## config.mk

```make
export PLATFORM = sky130hd
export DESIGN_NAME = mul_iter
export DESIGN_NICKNAME = d
export VERILOG_FILES = /design/src/rtl/mul_pkg.sv /design/src/rtl/mul_core.sv /design/src/rtl/mul_iter.sv
export SDC_FILE = /design/constraint.sdc
export NUM_CORES = 1
export LEC_CHECK = 0
export ABC_CLOCK_PERIOD_IN_PS = 2900
export CAP_MARGIN = 10
export CORE_UTILIZATION = 33
export DETAILED_ROUTE_END_ITERATION = 7
export GPL_TIMING_DRIVEN = 0
export SKIP_CTS_REPAIR_TIMING = 1
export SLEW_MARGIN = 20
export SYNTH_ARGS = -nofsm -noshare
export SYNTH_HDL_FRONTEND = slang
export SYNTH_SLANG_ARGS = --single-unit
```

## constraint.sdc

```tcl
create_clock -name clk -period 2.9 [get_ports clk]
set_input_delay 0.58 -clock clk [delete_from_list [all_inputs] [get_ports clk]]
set_output_delay 0.58 -clock clk [all_outputs]
set_load 0.02 [all_outputs]
```

## src/rtl/mul_pkg.sv

```systemverilog
// Shared definitions for the iterative arithmetic units (multiplier now,
// divider later): FSM state encoding and a step-counter width helper.
package mul_pkg;

  typedef enum logic [1:0] {
    IDLE = 2'd0,
    CALC = 2'd1,
    FIX  = 2'd2
  } state_t;

  // Bits needed for a counter that must hold the values 0..steps.
  function automatic int cnt_width(input int steps);
    return (steps < 2) ? 1 : $clog2(steps + 1);
  endfunction

endpackage

```

## src/rtl/mul_core.sv

```systemverilog
// Shift-add datapath for mul_iter: magnitude capture, accumulator,
// multiplicand/multiplier shift registers and the final sign fix.
module mul_core
  import mul_pkg::*;
#(
  parameter int WIDTH = 8
) (
  input  logic               clk,
  input  logic               rst,
  input  logic               load,
  input  logic               step,
  input  logic               fix,
  input  logic [WIDTH-1:0]   a,
  input  logic [WIDTH-1:0]   b,
  input  logic               signed_mode,
  output logic [2*WIDTH-1:0] res,
  output logic               mplier_zero
);

  localparam int PW = 2 * WIDTH;

  logic [PW-1:0]    mcand_p0;
  logic [WIDTH-1:0] mplier_p0;
  logic [PW-1:0]    acc_p0;
  logic             neg_p0;

  // Two's-complement magnitude; -2^(WIDTH-1) maps to 2^(WIDTH-1), which
  // still fits as an unsigned WIDTH-bit value.
  function automatic logic [WIDTH-1:0] magnitude(input logic [WIDTH-1:0] v,
                                                 input logic neg);
    logic signed [WIDTH-1:0] sv;
    sv = $signed(v);
    return neg ? WIDTH'(-sv) : v;
  endfunction

  // Restore the product sign; every product fits in PW bits, so no
  // saturation is needed.
  function automatic logic [PW-1:0] sign_fix(input logic [PW-1:0] v,
                                             input logic neg);
    logic signed [PW-1:0] sv;
    sv = $signed(v);
    return neg ? PW'(-sv) : v;
  endfunction

  // Operand capture and per-step shifting of multiplicand and multiplier.
  always_ff @(posedge clk) begin
    if (load) begin
      mcand_p0  <= {{WIDTH{1'b0}}, magnitude(a, signed_mode & a[WIDTH-1])};
      mplier_p0 <= magnitude(b, signed_mode & b[WIDTH-1]);
      neg_p0    <= signed_mode & (a[WIDTH-1] ^ b[WIDTH-1]);
    end else if (step) begin
      mcand_p0  <= mcand_p0 << 1;
      mplier_p0 <= mplier_p0 >> 1;
    end
  end

  // Accumulator: cleared on accept, conditionally adds on each step.
  always_ff @(posedge clk) begin
    if (rst || load) begin
      acc_p0 <= '0;
    end else if (step && mplier_p0[0]) begin
      acc_p0 <= acc_p0 + mcand_p0;
    end
  end

  // Result register: written only by the sign-fix cycle, held otherwise.
  always_ff @(posedge clk) begin
    if (rst) begin
      res <= '0;
    end else if (fix) begin
      res <= sign_fix(acc_p0, neg_p0);
    end
  end

  assign mplier_zero = (mplier_p0 == '0);

endmodule

```

## src/rtl/mul_iter.sv

```systemverilog
// Iterative WIDTH x WIDTH shift-add multiplier with start/finish handshake
// and per-operation signed/unsigned selection.
// Optional build macro MUL_EARLY_EXIT_EN: leave CALC as soon as the
// remaining multiplier is zero instead of always running WIDTH steps.
module mul_iter
  import mul_pkg::*;
#(
  parameter int WIDTH = 8
) (
  input  logic               clk,
  input  logic               rst,
  input  logic               start,
  input  logic [WIDTH-1:0]   a,
  input  logic [WIDTH-1:0]   b,
  input  logic               signed_mode,
  output logic [2*WIDTH-1:0] res,
  output logic               finish,
  output logic               busy
);

  localparam int CNT_W = cnt_width(WIDTH);
  localparam logic [CNT_W-1:0] LAST = CNT_W'(WIDTH - 1);

`ifdef MUL_EARLY_EXIT_EN
  localparam bit EARLY_EXIT = 1'b1;
`else
  localparam bit EARLY_EXIT = 1'b0;
`endif

  state_t           state, state_nxt;
  logic [CNT_W-1:0] cnt;
  logic             load, step, fix;
  logic             mplier_zero;

  mul_core #(.WIDTH(WIDTH)) u_core (
    .clk         (clk),
    .rst         (rst),
    .load        (load),
    .step        (step),
    .fix         (fix),
    .a           (a),
    .b           (b),
    .signed_mode (signed_mode),
    .res         (res),
    .mplier_zero (mplier_zero)
  );

  // State register.
  always_ff @(posedge clk) begin
    if (rst) state <= IDLE;
    else     state <= state_nxt;
  end

  // Next-state and datapath strobes; start is only looked at in IDLE.
  always_comb begin
    state_nxt = state;
    load      = 1'b0;
    step      = 1'b0;
    fix       = 1'b0;
    case (state)
      IDLE: begin
        if (start) begin
          load      = 1'b1;
          state_nxt = CALC;
        end
      end
      CALC: begin
        if (EARLY_EXIT && mplier_zero) begin
          state_nxt = FIX;
        end else begin
          step = 1'b1;
          if (cnt == LAST) state_nxt = FIX;
        end
      end
      FIX: begin
        fix       = 1'b1;
        state_nxt = IDLE;
      end
      default: state_nxt = IDLE;
    endcase
  end

  // Step counter: cleared on accept, one count per shift-add step.
  always_ff @(posedge clk) begin
    if (rst || load) cnt <= '0;
    else if (step)   cnt <= cnt + CNT_W'(1);
  end

  // One-cycle completion pulse, aligned with the result write.
  always_ff @(posedge clk) begin
    if (rst) finish <= 1'b0;
    else     finish <= fix;
  end

  assign busy = (state != IDLE);

endmodule

```

# Word-level counts from Yosys, hierarchy flattened
# Index checks and enable logic that the tools add are counted.
word_totals:
  reg_bits: 64
  out_inout_bits: 18
  wordCells: 43
  inputBits: 20
classes:
  n_reduce_logical: 6
  addsub: 5
  eq_ne: 5
  bitwise: 4
  mux: 14
ops:
  columns: ["op", "n"]
  rows:
  - ["$mux 8", 6]
  - ["$add 16x16->16", 1]
  - ["$mux 16", 1]
  - ["$neg 16->16", 1]
  - ["$neg 8->8", 2]
  - ["$add 4x1->4 const B", 1]
  - ["$eq 4x3->1 const B", 1]
  - ["$mux 1", 4]
  - ["$mux 2", 2]
  - ["$ne 2x2->1 const B", 2]
  - ["$pmux 2 s2", 1]
  - ["$reduce_bool 2->1", 2]
  - ["$and 1x1->1", 3]
  - ["$eq 2x1->1 const B", 1]
  - ["$eq 2x2->1 const B", 1]
  - ["$logic_not 2->1", 1]
  - ["$reduce_and 2->1", 1]
  - ["$logic_and 1x1->1", 1]
  - ["$logic_or 1x1->1", 1]
  - ["$xor 1x1->1", 1]

# Longest topological paths before layout
# Gate-level depths: netlist of the first run.
depth:
  depth_word: 4
  depth_mapped: 9
  mapped_depth_nobuf: 9

# Modules after synthesis
# Synthesis of the first run repeated with hierarchy kept, for this count alone.
hier_totals:
  hier_cells: 430
  hier_area_um2: 3744.8
by_module_without_submodules:
  columns: ["module", "instances", "cells_per_inst", "area_per_inst_um2"]
  rows:
  - ["mul_core", 1, 396, 3444.6]
  - ["mul_iter", 1, 34, 300.3]

# Least setup slack after synthesis of the first run
# No wires, ideal clock.
synth_path:
  kind: "flip-flop to flip-flop"
  from: "register state[0]"
  to: "register u_core.mcand_p0[0], enable pin"
  setup_time_ps: 411
  path_buffers: 0
  path_stages_with_launch: 3
  setup_slack_ps: 628
  synth_period_minus_slack_ps: 2272
  arrival_ps: 1861
  cell_sequence: "dfxtp_1 > or2_1 > o21ai_0"
synth_between:
  elab_chain_len: 3
  elab_cells_between_ends: 5
  cone_classes: "eq/ne (1); mux (2); reduce/logical (2)"
synth_rtl:
  columns: ["element", "line_no", "rtl"]
  rows:
  - ["from (decl)", "mul_iter.sv:30", "state_t state, state_nxt;"]
  - ["from (signal assigned)", "mul_iter.sv:51", "else state <= state_nxt;"]
  - ["$eq 2x1->1 or $logic_not 2->1 (tied branches)", "mul_iter.sv:60", "case (state)"]
  - ["$mux 1", "mul_iter.sv:60", null]
  - ["$reduce_bool 2->1 (no source line) *", null, null]
  - ["to (signal assigned)", "mul_core.sv:48", "mcand_p0 <= {{WIDTH{1'b0}}, magnitude(a, signed_mode & a[WIDTH-1])};"]
  - ["to (signal assigned)", "mul_core.sv:52", "mcand_p0 <= mcand_p0 << 1;"]
  - ["to (decl)", "mul_core.sv:22", "logic [PW-1:0] mcand_p0;"]
# Every way passes the cells marked *; elsewhere a longest branch is shown, timed or not.
# A chain may end at the register's enable or synchronous reset.

# Worst setup path in the final report of the first run
layout_path:
  from: "register u_core.mcand_p0[0]"
  to: "register u_core.acc_p0[14]"
layout_between:
  elab_chain_len: 1
layout_rtl:
  columns: ["element", "line_no", "rtl"]
  rows:
  - ["$add 16x16->16", "mul_core.sv:62", "acc_p0 <= acc_p0 + mcand_p0;"]
  - ["to (signal assigned)", "mul_core.sv:62", null]
  - ["to (decl)", "mul_core.sv:24", "logic [PW-1:0] acc_p0;"]
# No other way between the ends.

==> results by group, run 1 <==
Synth
  • Netlist cell types: 44
  • Avg Inst Size Synth: 8.540 sq um
  • Register area share after synthesis: 41.15%
  • Syn_nets: 453
  • Seq cells post-synth: 64
  • Post-synthesis cell area: 3527 sq um
  • Post-synth top flop: dfxtp_1
  • Mapped Cells: 413
  • FFs w/ async S/R, synth: 0%
  • Synth warnings: 0
  • EDFF count, synth: 17

CTS
  • Clk buf depth: 2
  • TritonCTS clock tree: yes
  • CTS HTree Levels: 3
  • Clock-pin transition on the worst setup and hold timing paths: 70 ps
  • CTS sink count: 64
  • Root buffer cell: clkbuf_8
  • CTS Buf Count: 9
  • Skew-Pair Late Insertion Delay: 350 ps

Timing
  • Hold_ws: 464.8 ps
  • Measured slew at the worst slew-check pin: 584.4 ps
  • Fin crit share: 85.43%
  • Slew margin rel.: 60.03%
  • FMAX: 403.6 MHz
  • Final Max Slew Viols: 0
  • Hold Violations, Final: 0
  • # setup viols final: 0
  • RSZ-0062 raised after global routing: false
  • Tmin final: 2477 ps
  • Layout Skew: 9.778 ps
  • Final setup margin: 422.6 ps

Power
  • P per Cell Area: 484.7 nW/um^2
  • Worst VDD drop: 0.1885 mV
  • Pleak: 1.563 nW

Critical path
  • Worst setup path endpoint: u_core.acc_p0[14]$_SDFFE_PP0P_
  • Reg2reg setup slack: 420 ps
  • Worst-path maximum fanout: 3
  • R2R Path Start: u_core.mcand_p0[0]$_SDFFCE_PN0P_
  • FF-to-FF path depth: 9
  • CP startpoint kind: flip-flop
  • Endpoint type of the worst setup path: flip-flop
  • Crit Path Category: reg2reg
  • Worst EP required: 3120 ps
  • Crit path DAT: 2700 ps
  • Reg-to-reg endpoint: u_core.acc_p0[14]$_SDFFE_PP0P_
  • Critical path origin: u_core.mcand_p0[0]$_SDFFCE_PN0P_

Place
  • Port Buffers: 37
  • Pre-CTS setup slack: 266.6 ps
  • Placed cell areas: 4083 sq um
  • Dpl hpwl: 6.087 mm
  • GP Congestion: 0.8281

Cells and area
  • Final instance area: 4263 sq um
  • Most common cell after layout, fill and taps aside: nand2_1
  • Filler cells: 1055
  • Inserted Diodes: 0
  • Area Overhead vs Synth: 20.86%
  • Layout cells sized above 1: 5.353%
  • Final net count: 502
  • Most frequent cells in the layout: 54 x nand2_1, 51 x a21oi_1, 47 x nor2_1, 47 x dfxtp_1, 37 x clkdlybuf4s50_1
  • Fin util: 41.29%

Global route
  • Largest net degree at the start of global routing: 11
  • First-pass GRT wire length: 13.12 mm
  • Grt ovf: 0
  • GR Util All Layers: 14.95%
  • Vias in the first global route: 2895
  • Initial antenna violation count: 0

Detailed routing
  • First-pass iteration count of the detailed router: 4
  • Final wirelength: 7.700 mm
  • Vias per Instance: 4.967
  • WL/cell: 12.77 um
  • Starting DRC count in detailed routing: 122
  • Routed Antenna Nets: 0
  • Via count: 2995
  • Drt drc: 0

Floorplanning
  • Core area: 10320 sq um
  • Die height: 105.4 um
  • Die ar.: 11110 sq um
  • I/O pin cnt: 38
  • Die Wd: 105.4 um
  • Rows: 37
  • Starting Density: 34.17%

Run
  • Maxcap violations: 0

Worst hold path
  • Hold path start: u_core.mcand_p0[15]$_SDFFE_PP0P_
  • Worst hold path type: reg2reg
  • Hold Path Depth: 2

Run status
  • Status: complete, no violations
-- how the worst min path moves through the flow --
stage                                       end  slack (ps)
2_1_floorplan             state[1]$_SDFFE_PP0P_         430
3_3_place_gp              state[1]$_SDFFE_PP0P_         450
3_5_place_dp   u_core.mcand_p0[15]$_SDFFE_PP0P_         460
4_1_cts                   state[1]$_SDFFE_PP0P_         470
5_1_grt                   state[1]$_SDFFE_PP0P_         490
6_report       u_core.mcand_p0[15]$_SDFFE_PP0P_         460
-- sequential cells by signal, summed over array words and instances (netlist names) --
name,flops
u_core.res,16
u_core.acc_p0,16
state,2
u_core.mplier_p0,8
finish,1
u_core.neg_p0,1
cnt,4
u_core.mcand_p0,16
-- Yosys cell counts (3+ instances only) --
| master | n | area [sq um] |
|---|---|---|
| nand2_1 | 54 | 202.7 |
| a21oi_1 | 51 | 255.2 |
| dfxtp_1 | 47 | 940.9 |
| nor2_1 | 47 | 176.4 |
| xnor2_1 | 21 | 183.9 |
| ha_1 | 19 | 237.7 |
| inv_1 | 18 | 67.56 |
| xor2_1 | 18 | 157.7 |
| edfxtp_1 | 17 | 510.5 |
| a211oi_1 | 16 | 120.1 |
| o21ai_0 | 15 | 75.07 |
| clkbuf_1 | 14 | 52.55 |
| nand3_1 | 11 | 55.05 |
| a31oi_1 | 6 | 37.54 |
| nor3_1 | 5 | 25.02 |
| buf_1 | 4 | 15.01 |
| mux2i_1 | 4 | 40.04 |
| nor2b_1 | 4 | 25.02 |
| nand4_1 | 3 | 18.77 |
| o21ai_1 | 3 | 15.01 |
| o31ai_1 | 3 | 22.52 |
| or3_1 | 3 | 18.77 |
| or4_1 | 3 | 22.52 |
| or4_4 | 3 | 33.78 |
-- logic make-up (layout without fill, tap and decap cells) --
| group | count (synthesis) | after routing | synth area share (%) |
|---|---|---|---|
| AND/OR/NAND/NOR | 144 | 144 | 18.45 |
| AO/OA/AOI/OAI | 105 | 105 | 18.13 |
| flip-flops | 64 | 64 | 41.15 |
| XOR/XNOR | 39 | 39 | 9.684 |
| buffers and inverters | 36 | 90 | 3.831 |
| adder cells (fa/ha/maj) | 20 | 20 | 7.308 |
| multiplexers | 5 | 5 | 1.454 |
-- per-stage QoR --
stage / total power [mW] / instances / TNS [ps]
floorplan: 1.250 / 413 / 0
global placement: 1.343 / 586 / -4553
detailed placement: 1.355 / 587 / 0
CTS: 2.080 / 603 / 0
global route: 2.169 / 603 / 0
finish: 2.066 / 603 / 0
-- metal layers --
metal	global-route usage (%)	share of wire, %	vias to the layer above	routed length, um
li1	-	-	1548	-
met1	17.73	46	1369	3546
met2	25.52	48	63	3685
met3	4.638	4.1	15	319
met4	5.030	1.9	0	149
met5	0	0	-	0
-- final cells by class --
type / instances / area (sq um) / area share (%)
Multi-Input combinational cell: 313 / 1944 / 45.61
Sequential cell: 64 / 1451 / 34.05
Timing Repair Buffer: 38 / 381.6 / 8.952
Tap cell: 136 / 170.2 / 3.992
Clock buffer: 12 / 135.1 / 3.170
Buffer: 18 / 67.56 / 1.585
Inverter: 18 / 67.56 / 1.585
Clock inverter: 4 / 45.04 / 1.057
-- power breakdown --
group	internal, mW	switching [mW]	leakage (nW)
sequential	0.969	0.0302	0.546
clock	0.394	0.338	0.0941
combinational	0.143	0.192	0.923
-- critical path, cell delays in order (launching register included) --
cell and delay (ps):
edfxtp_1 430, ha_1 230, fa_1 400, a21oi_1 230, o21ai_1 130, a21oi_1 320
o21ai_0 190, a31oi_1 230, or4_1 130, nand3_1 70
Note: power is estimated with default switching activity, not from simulation.
==> run 2, diff against run 1 <==
--- a/config.mk
+++ b/config.mk
@@ -9,6 +9,7 @@
 export CAP_MARGIN = 10
 export CORE_UTILIZATION = 33
 export DETAILED_ROUTE_END_ITERATION = 7
+export DONT_BUFFER_PORTS = 1
 export GPL_TIMING_DRIVEN = 0
 export SKIP_CTS_REPAIR_TIMING = 1
 export SLEW_MARGIN = 20
==> results by group, run 2 (synthesized netlist as in run 1, its figures left out) <==
Power
  • Pleak: 1.446 nW
  • Worst VDD drop: 0.2672 mV
  • Net Sw Power: 0.5516 mW
  • Combinational share of power: 14.1%
  • P_int: 1.579 mW
  • Switch share: 25.88%
  • Seq pwr share: 47.0%
  • P per Cell Area: 542.2 nW/um^2
  • Pwr Total: 2.131 mW
  • Clk pwr share: 38.9%

Place
  • Port Buffers: 0
  • GP Congestion: 0.8353
  • Placed cell areas: 3712 sq um
  • Inst Count DP: 550
  • Dpl hpwl: 6.044 mm
  • Pre-CTS setup slack: 442.2 ps

Timing
  • Tmin final: 2456 ps
  • Fin crit share: 84.69%
  • Final Max Slew Viols: 0
  • Setup TNS: 0 ps
  • Final setup margin: 444.0 ps
  • Measured slew at the worst slew-check pin: 607.0 ps
  • FMAX: 407.2 MHz
  • RSZ-0062 raised after global routing: false
  • # setup viols final: 0
  • Slew margin rel.: 58.49%
  • Hold Violations, Final: 0
  • Layout Skew: 9.015 ps

Critical path
  • Slowest cell on crit path: a2111oi_0
  • Reg-to-reg endpoint: u_core.acc_p0[13]$_SDFFE_PP0P_
  • R2R Path Start: u_core.mcand_p0[2]$_DFFE_PP_
  • Worst EP required: 3130 ps
  • FF-to-FF path depth: 8
  • Reg2reg setup slack: 440 ps
  • Crit path DAT: 2680 ps
  • CP cell instances: ha_1 -> a21oi_1 -> a2111oi_0 -> or2_2 -> a41oi_1 -> o21ai_1 -> xnor2_1 -> o21ai_0
  • Worst-path maximum fanout: 4
  • Endpoint type of the worst setup path: flip-flop
  • Crit path largest cell delay: 610 ps
  • CP startpoint kind: flip-flop
  • Crit Path Category: reg2reg

Detailed routing
  • Starting DRC count in detailed routing: 114
  • Final wirelength: 7.743 mm
  • WL/cell: 13.68 um
  • First-pass iteration count of the detailed router: 5
  • Drt drc: 0
  • Via count: 2867
  • Vias per Instance: 5.065
  • Routed Antenna Nets: 0

CTS
  • Clock-pin transition on the worst setup and hold timing paths: 70 ps
  • Clk buf depth: 2
  • CTS sink count: 64
  • Root buffer cell: clkbuf_8
  • CTS Buf Count: 9
  • CTS HTree Levels: 3
  • Skew-Pair Late Insertion Delay: 340 ps
  • TritonCTS clock tree: yes

Worst hold path
  • Hold endpoint: u_core.mplier_p0[7]$_SDFFCE_PN0P_
  • Hold Path Depth: 1
  • Worst hold path type: in2reg
  • Hold path start: b[7]

Cells and area
  • Most frequent cells in the layout: 54 x nand2_1, 51 x a21oi_1, 47 x nor2_1, 47 x dfxtp_1, 21 x xnor2_1
  • Most common cell after layout, fill and taps aside: nand2_1
  • Final net count: 465
  • Area Overhead vs Synth: 11.42%
  • Leading registers by flop count: u_core.acc_p0 (16), u_core.mcand_p0 (16), u_core.res (16)
  • Filler cells: 1040
  • Final instance area: 3930 sq um
  • Inserted Diodes: 0
  • Layout cells sized above 1: 6.279%
  • Non-Filler Instances: 566

Floorplanning
  • Rows: 37
  • Die Wd: 105.4 um
  • Starting Density: 34.17%
  • Die height: 105.4 um
  • I/O pin cnt: 38
  • Die ar.: 11110 sq um
  • Core area: 10320 sq um

Run
  • Maxcap violations: 0

Run status
  • Status: complete, no violations

Global route
  • Grt ovf: 0
  • First-pass GRT wire length: 13.54 mm
  • GR Util All Layers: 15.39%
  • Largest net degree at the start of global routing: 11
  • Initial antenna violation count: 0
  • Vias in the first global route: 2935
==> run 2: layer usage <==
layer / track usage (%) / routed length, um / part of all wire (%) / up-vias
li1: - / - / - / 1479
met1: 18.90 / 3649 / 47 / 1311
met2: 25.42 / 3562 / 46 / 66
met3: 4.267 / 410 / 5.3 / 11
met4: 6.036 / 120 / 1.5 / 0
met5: 0 / 0 / 0 / -
==> run 2: worst max path at each step <==
stage / startpoint / to / slack (ps) / cells past startpoint
global placement: state[0]$_SDFFE_PP0P_ / u_core.mplier_p0[6]$_DFFE_PP_ / 120 / 2
floorplan: state[0]$_SDFFE_PP0P_ / u_core.mcand_p0[0]$_SDFFCE_PN0P_ / 630 / 2
global route: u_core.mcand_p0[2]$_DFFE_PP_ / u_core.acc_p0[15]$_SDFFE_PP0P_ / 230 / 8
finish: u_core.mcand_p0[2]$_DFFE_PP_ / u_core.acc_p0[13]$_SDFFE_PP0P_ / 440 / 8
detailed placement: u_core.mcand_p0[2]$_DFFE_PP_ / u_core.acc_p0[13]$_SDFFE_PP0P_ / 440 / 8
CTS: u_core.mcand_p0[2]$_DFFE_PP_ / u_core.acc_p0[13]$_SDFFE_PP0P_ / 430 / 8
==> run 2: critical path, delay by kind of cell (launching register included) <==
| kind | cells | cell delay, ps |
|---|---|---|
| AO/OA/AOI/OAI | 5 | 1210 |
| flip-flops | 1 | 410 |
| adder cells (fa/ha/maj) | 1 | 360 |
| AND/OR/NAND/NOR | 1 | 250 |
| XOR/XNOR | 1 | 130 |
==> run 2: layout make-up <==
type	instances	area (sq um)	area share, %
tap	136	170.2	4.330
timing repair buffer	1	11.26	0.2865
clock inverter	2	35.03	0.8914
sequential	64	1451	36.93
multi-input combinational	313	1944	49.47
clock buffer	14	182.7	4.648
buffer	18	67.56	1.719
inverter	18	67.56	1.719
==> run 2: stage by stage <==
stage               hold slack (ps)  utilization, %
global placement              453.0           35.81
finish                        455.6           38.07
detailed placement            455.3           35.96
global route                  442.7           38.07
floorplan                     432.5               -
CTS                           443.9           38.07
==> run 2: power groups by stage <==
| stage | clock (mW) | combinational [mW] | sequential [mW] |
|---|---|---|---|
| after floorplan | 0 | 0.240 | 1.01 |
| after global placement | 0 | 0.288 | 1.02 |
| after detailed placement | 0 | 0.300 | 1.02 |
| after CTS | 0.845 | 0.301 | 1.00 |
| after global routing | 0.883 | 0.341 | 1.01 |
| final | 0.828 | 0.301 | 1.00 |
==> RTL edit, RTL diff (config.mk and constraints of run 2) <==
The 3 states of `state_t` get a one-hot encoding in 3 bits.
--- a/src/rtl/mul_pkg.sv
+++ b/src/rtl/mul_pkg.sv
@@ -2,10 +2,10 @@
 // divider later): FSM state encoding and a step-counter width helper.
 package mul_pkg;
 
-  typedef enum logic [1:0] {
-    IDLE = 2'd0,
-    CALC = 2'd1,
-    FIX  = 2'd2
+  typedef enum logic [2:0] {
+    IDLE = 3'b001,
+    CALC = 3'b010,
+    FIX  = 3'b100
   } state_t;
 
   // Bits needed for a counter that must hold the values 0..steps.
Behaviour: same outputs for any inputs over 10 cycles, from zero or initial values and one cycle with rst high; not proved beyond that.
==> RTL edit against run 2 <==
Power down 11%; synthesized area up 5.0%; first-iteration DRC count up 26%; design area up 3.6%; via count up 4.0%; wire length up 0.83%; critical path depth unchanged; non-clock buffer count down 1; setup slack worse by 0.11 ns; sequential cell count up 1; critical path type unchanged; largest cell class unchanged.
==> RTL edit: results (changes against run 2) <==
* Slew HR at 41.79% (-17 points)
* Critical-path top delay cell: edfxtp_1
* Root Buffer: clkbuf_8
* HP Class: primary input to register
* Crit Reg-Reg Startpoint: u_core.mcand_p0[0]
* Vias at 2982 (+4.0%)
* Htree depth at 3 (unchanged)
* Vias in the first global route at 2872 (-2.1%)
* Fin crit share at 88.50% (+3.8 points)
* RD Place Congestion at 0.8929 (+6.9%)
* Static Leak at 0.001562 uW (+8.0%)
* CP Max Fanout at 3 (-1)
* Ys Warns at 0 (unchanged)
* HPWL after DPL at 6276 um (+3.8%)
* WL/cell at 13.28 um (-2.9%)
* Netlist cell types at 53 (+20%)
* Synth Net Count at 472 (+4.2%)
* Met1 wire length at 4066 um (+11%)
* Final nets at 483 (+3.9%)
* Synth top area cells: dfxtp_1 26%, edfxtp_1 14%, a21oi_1 6.5%
* Iter 0 DRT Violations at 144 (+26%)
* Diode count at 0 (unchanged)
* R2R cell count at 8 (unchanged)
* Peak VDD IR at 0.2296 mV (-14%)
* CP max stage delay at 0.43 ns (-0.18 ns)
* Routed wl met3 at 279 um (-32%)
* Port Buffer Count at 0 (unchanged)
* Dpl ws at 0.3632 ns (-0.07897 ns)
* Sequential fraction of the synthesis area at 39.72% (-1.4 points)
* First-pass GRT wire length at 13530 um (about the same)
* Reg clk slew, reported paths at 0.07 ns (about the same)
* Total track usage at 14.61% (-0.78 points)
* CP Data Arrival Time at 2.80 ns (+0.12 ns)
* Post-synth EDFFs at 17 (unchanged)
* TritonCTS buffer count at 9 (unchanged)
* WL met2 at 3400 um (-4.5%)
* Biggest regs: u_core.acc_p0 x16, u_core.mcand_p0 x16, u_core.res x16
* Share of cells above drive strength 1 at 6.250% (-0.029 points)
* TritonRoute pass-1 iters at 4 (-1)
* Top routing layer in use: met4
* FF-to-FF End: u_core.acc_p0[14]
* CTS Buffer Depth at 2 (unchanged)
* Fillers at 1095 (+5.3%)
* Top post-synthesis cells by count: 62 x nand2_1, 48 x a21oi_1, 48 x dfxtp_1
* Initial antenna violation count at 0 (unchanged)
* Setup Skew at 0.008549 ns (-0.0004667 ns)
* Setup CP Type: register to register
* Worst skew pair latency at ~0.33 ns
* Largest net degree at the start of global routing at 18 (+7)
* Run status: completed
-- RTL edit: cell types whose count changed after synthesis, moves of 5 or more --
cell	delta
nand2_1	+8
a211oi_1	-6
a21o_1	+5
and3_1	+5
inv_1	-5
o21ai_1	+5
-- RTL edit: cell type report --
type | count | area share, %
clock buffer | 12 | 4.089
multi-input combinational | 336 | 52.01
sequential | 65 | 36.15
inverter | 13 | 1.199
clock inverter | 4 | 0.5841
buffer | 18 | 1.660
tap | 140 | 4.304
-- RTL edit: worst min-delay path by stage --
stage          startpoint           endpoint  slack, ns  depth (start not counted)
2_1_floorplan      cnt[3]           state[2]       0.43                          1
3_3_place_gp       cnt[3]           state[2]       0.46                          1
3_5_place_dp       cnt[3]           state[2]       0.46                          1
4_1_cts               rst  u_core.acc_p0[15]       0.42                          2
5_1_grt               rst  u_core.acc_p0[15]       0.42                          2
6_report              rst  u_core.acc_p0[15]       0.43                          2
-- RTL edit: stage by stage --
| step | area, um2 | instances | hold WS [ns] | util (%) |
|---|---|---|---|---|
| 6_report | 4070 | 588 | 0.4265 | 37.38 |
| 2_1_floorplan | 3705 | 432 | 0.4325 | - |
| 3_5_place_dp | 3880 | 572 | 0.4642 | 35.64 |
| 4_1_cts | 4070 | 588 | 0.4162 | 37.38 |
| 5_1_grt | 4070 | 588 | 0.4155 | 37.38 |
| 3_3_place_gp | 3880 | 572 | 0.4597 | 35.64 |
-- RTL edit: power breakdown --
group	leakage [uW]	total (uW)	internal [uW]	switching [uW]
Clock	0.0000978	726	384	342
Combinational	0.000915	181	67.7	114
Sequential	0.000549	992	971	21.0
Total	0.00156	1900	1420	477
-- RTL edit: logic make-up (layout without fill, tap and decap cells) --
logic type      Yosys count  in the layout  synth area share (%)
flops                    65             65                 39.72
fa+ha+maj                20             20                 6.957
simple gates            162            162                 20.47
xor+xnor                 34             34                 8.038
buf+inv                  31             47                 3.141
compound gates          113            113                 19.76
mux                       7              7                 1.925
-- RTL edit: layer usage --
metal | up-vias | track usage [%]
met5 | - | 0
met3 | 6 | 3.315
met2 | 57 | 23.38
met1 | 1362 | 19.96
met4 | 0 | 3.229
li1 | 1557 | -
-- RTL edit: worst max-delay path, delay by kind of cell, from the launching register on --
family | cells | cell delay, ns
AOI/OAI and AO/OA | 4 | 0.94
DFF | 1 | 0.43
adders and majority gates | 2 | 0.64
and+or+nand+nor | 2 | 0.48
